==> src/rtl/fetch_unit.sv <==
// Instruction fetch + NZCV flag stage; min fetch latency 1 cycle (valid the cycle after ack).
// Holds each instruction until the controller consumes it; no new request while holding.
module fetch_unit #(
  parameter int                 ADDR_W   = 32,
  parameter logic [ADDR_W-1:0]  RESET_PC = '0
) (
  input  logic              clk,
  input  logic              rst,
  output logic              imem_req,
  output logic [ADDR_W-1:0] imem_addr,
  input  logic              imem_ack,
  input  logic [31:0]       imem_rdata,
  output logic              instr_valid,
  input  logic              instr_ready,
  output logic [31:0]       instr,
  output logic [11:0]       opfunc,
  output logic [ADDR_W-1:0] pc_out,
  output logic [ADDR_W-1:0] link_pc,
  input  logic              pc_src,
  input  logic [ADDR_W-1:0] branch_target,
  input  logic              update_nzcv,
  input  logic [3:0]        nzcv_in,
  output logic [3:0]        nzcv
);

  typedef enum logic [1:0] {IDLE, FETCH, HOLD} state_t;

  state_t            state, state_nxt;
  logic [ADDR_W-1:0] pc;
  logic [ADDR_W-1:0] pc_seq;
  logic [ADDR_W-1:0] target_aligned;
  logic [31:0]       instr_q;
  logic [ADDR_W-1:0] pc_out_q;
  logic [ADDR_W-1:0] link_q;
  logic [3:0]        nzcv_q;
  logic              cons;
  logic              fetch_done;

  assign pc_seq         = pc + ADDR_W'(4);
  assign target_aligned = branch_target & ~ADDR_W'(3);

  always_ff @(posedge clk) begin
    if (rst) state <= IDLE;
    else     state <= state_nxt;
  end

  always_comb begin
    state_nxt   = state;
    imem_req    = 1'b0;
    instr_valid = 1'b0;
    cons        = 1'b0;
    fetch_done  = 1'b0;
    case (state)
      IDLE: state_nxt = FETCH;
      FETCH: begin
        imem_req   = 1'b1;
        fetch_done = imem_ack;
        if (imem_ack) state_nxt = HOLD;
      end
      HOLD: begin
        instr_valid = 1'b1;
        cons        = instr_ready;
        if (instr_ready) state_nxt = FETCH;
      end
      default: state_nxt = IDLE;
    endcase
  end

  // pc only moves at consumption, so it stays stable across a stalled request
  always_ff @(posedge clk) begin
    if (rst) begin
      pc       <= RESET_PC;
      instr_q  <= '0;
      pc_out_q <= '0;
      link_q   <= '0;
      nzcv_q   <= '0;
    end else begin
      if (fetch_done) begin
        instr_q  <= imem_rdata;
        pc_out_q <= pc;
        link_q   <= pc_seq;
      end
      if (cons) begin
        pc <= pc_src ? target_aligned : pc_seq;
        if (update_nzcv) nzcv_q <= nzcv_in;
      end
    end
  end

  assign imem_addr = pc;
  assign instr     = instr_q;
  assign opfunc    = {instr_q[31:28], instr_q[27:20]};
  assign pc_out    = pc_out_q;
  assign link_pc   = link_q;
  assign nzcv      = nzcv_q;

endmodule

==> config.mk <==
export PLATFORM = sky130hd
export DESIGN_NAME = fetch_unit
export DESIGN_NICKNAME = d
export VERILOG_FILES = /design/src/rtl/fetch_unit.sv
export SDC_FILE = /design/constraint.sdc
export NUM_CORES = 1
export LEC_CHECK = 0
export CORE_MARGIN = 1.5
export CORE_UTILIZATION = 48
export CTS_CLUSTER_DIAMETER = 200
export DETAILED_ROUTE_END_ITERATION = 10
export MAX_ROUTING_LAYER = met4
export PLACE_DENSITY = 0.94
export SETUP_SLACK_MARGIN = 0.3
export SLEW_MARGIN = 0
export SYNTH_ARGS = -nofsm -noshare
export SYNTH_HDL_FRONTEND = slang
export SYNTH_SLANG_ARGS = --single-unit
==> constraint.sdc <==
create_clock -name clk -period 6.65 [get_ports clk]
set_input_delay 1.33 -clock clk [delete_from_list [all_inputs] [get_ports clk]]
set_output_delay 1.33 -clock clk [all_outputs]
set_load 0.01 [all_outputs]
==> results.toml <==
[yosys]
synth_edf_count = 0
synth.most_common_cell = "nand2_1"
synth_commonest_cells = "nand2_1 (170), dfxtp_1 (128), a21oi_1 (93)"
netlist_area_um2 = 5840
synth.area.top_cells = "dfxtp_1 (44%), nand2_1 (11%), a21oi_1 (8.0%)"
ys_types = 52
avgSynthCellArea_um2 = 7.98
async_flop_share_pct = 0
ys.flop_type = "dfxtp_1"
yosysWarnings = 0
seq_area_frac_synth_pct = 43.9
ys_ff_latch = 128
yosysTopAreaCellShare_pct = 43.9
synthCells = 732
yosys.area.top_type = "dfxtp_1"

[timing]
setup_ws_ps = 3570
drv_slew = 0
skew_ps = 7.66
slew_headroom_pct = 40.8
final-setup-viol-count = 0
worst_pin_slew_ps = 881
finalCriticalPeriod_ps = 3080
fmaxAchievable_mhz = 325
tns_ps = 0
final_hold_viol_count = 0
finalCritPeriodShare_pct = 46.3
rsz0062_at_grt = "false"

[clock_network]
clock-sinks = 128
cts_hold_buf = 0
clk_latency_ps = 430
clk_path_buf_depth = 2
ctsResizeCount = 0
numCtsBuffers = 17
path_clk_slew_ps = 50
h-tree-depth = 4
cts_setup_buffers = 0
cts_root_buf = "clkbuf_16"
cts_tree = "done"

[floorplan]
die_area_um2 = 12800
start_util_pct = 48.8
pin_count = 220
die_w_um = 113
row_count = 40
die_y_um = 113
core-area_um2 = 12000

[drt]
wl_per_cell_um = 16.3
post-route-drc-count = 0
drt_wl_total_mm = 17.2
drtAntennaViolNets = 0
drt_iter0_markers = 390
viasPerCell = 5.54
vias = 5824
drt_first_pass_iters = 5

[power_and_ir_drop]
p_leak_nw = 2.87
vdd_drop_max_mv = 0.163
p_per_area_nw_per_um2 = 233

[critical_path]
cp_max_fo = 5
worstRegToRegCells = 5
cp-start-kind = "flip-flop"
r2r_slack_ps = 3840
worstPathArrival_ps = 1750
r2r_start = "imem_addr[4]$_SDFFE_PP0N_"
timing.rr.end = "imem_addr[29]$_SDFFE_PP0N_"
required_ps = 5320
criticalPathCategory = "flip-flop to output port"
endpoint_kind = "output port"

[final_layout]
nNetsFinal = 968
n_antenna_cell = 0
drive_gt1_share_pct = 5.52
area_growth_syn_to_layout_pct = 42.9

[min_path]
worstHoldStart = "pc_out[10]$_SDFFE_PP0P_"
whs_endpoint = "pc_out[10]$_SDFFE_PP0P_"
holdCritPathClass = "flip-flop to flip-flop"
min_path_cells = 2

[global_routing]
grt_overflow = 0
grt_pass1_vias = 5453
grt_max_degree = 78
grt_antenna_before_repair = 0
grt.total_usage_pct = 27.7
grt_pass1_wl_mm = 27.0

[placed_design]
io_buffers = 211
dp_hpwl_mm = 11.5
globalplace.congestion = 0.802
pre_cts_ws_ps = 3330

[run]
maxCapViolations = 0

[outcome]
status = "finished clean"
-- routing by layer --
metal	global-route usage, %	vias up	part of all wire [%]
li1	-	2820	-
met5	-	-	0
met2	45.1	240	50
met1	32.2	2719	41
met3	6.70	45	6.0
met4	13.1	0	3.0
-- cell families after synthesis --
logic type               share of synthesized area, %
flip-flops                                       43.9
other                                          0.0642
XOR/XNOR                                         4.20
AO/OA/AOI/OAI                                    18.7
buffers and inverters                            7.82
multiplexers                                     1.03
adder cells (fa/ha/maj)                         0.214
AND/OR/NAND/NOR                                  24.2
-- worst max path at each step --
stage,endpoint,depth (start not counted),slack (ps),start
finish,instr_valid,2,3570,state[1]$_SDFFE_PP0P_
global route,instr_valid,2,3500,state[1]$_SDFFE_PP0P_
CTS,instr_valid,2,3560,state[1]$_SDFFE_PP0P_
detailed placement,pc_out[16]$_SDFFE_PP0P_,6,3330,imem_ack
global placement,pc_out[11]$_SDFFE_PP0P_,6,3420,imem_ack
floorplan,imem_addr[15]$_SDFFE_PP0N_,6,4260,instr_ready
-- where the power goes --
group	internal, mW	switching [mW]	total [mW]
registers	0.794	0.0203	0.814
clock network	0.586	0.327	0.913
logic	0.112	0.106	0.218
-- state kept, by name (all words and copies together) (netlist names) --
signal,count
pc_out,30
state,2
imem_addr,30
nzcv,4
link_pc,30
instr,32
-- cell usage in the layout (no fill, tap or decap), types with 3 or more instances in the layout --
| master | n |
|---|---|
| clkdlybuf4s50_1 | 209 |
| a31oi_1 | 12 |
| nand3_1 | 21 |
| a211oi_1 | 30 |
| clkinv_2 | 4 |
| and4_1 | 4 |
| conb_1 | 6 |
| o31ai_1 | 5 |
| and2_1 | 3 |
| o21ai_0 | 15 |
| nand2_1 | 170 |
| clkbuf_16 | 17 |
| a21oi_1 | 93 |
| buf_4 | 8 |
| xor2_1 | 15 |
| nor2_1 | 51 |
| nor4_1 | 5 |
| nor3_1 | 13 |
| a22o_1 | 5 |
| nor4_4 | 3 |
| nand4_1 | 8 |
| inv_1 | 4 |
| clkbuf_1 | 4 |
| xnor2_1 | 13 |
| mux2i_1 | 6 |
| dfxtp_1 | 128 |
| a32o_1 | 6 |
| clkbuf_8 | 4 |
| nor2b_1 | 6 |
| and3_1 | 6 |
-- metrics by stage --
step / std cells / hold slack [ps] / power (mW) / util [%] / instance area, um2
floorplan: 737 / 481 / 0.934 / - / 5860
global placement: 1021 / 440 / 1.04 / 65.0 / 7770
detailed placement: 1021 / 446 / 1.05 / 65.0 / 7770
CTS: 1052 / 454 / 1.96 / 69.8 / 8350
global route: 1052 / 467 / 2.01 / 69.8 / 8350
finish: 1052 / 452 / 1.95 / 69.8 / 8350
-- area by class of cell --
class	count	area (um2)
Multi-Input combinational cell	523	2850
Clock buffer	25	495
Clock inverter	6	80.1
Tap cell	147	184
Fill cell	892	3610
Inverter	5	18.8
Sequential cell	128	2560
Timing Repair Buffer	218	2160
-- worst max-delay path: stages, from the launching register on --
cell,delay [ps]
dfxtp_1,430
nor2b_1,300
clkdlybuf4s50_1,600
Power figures use the tool's default switching activity.
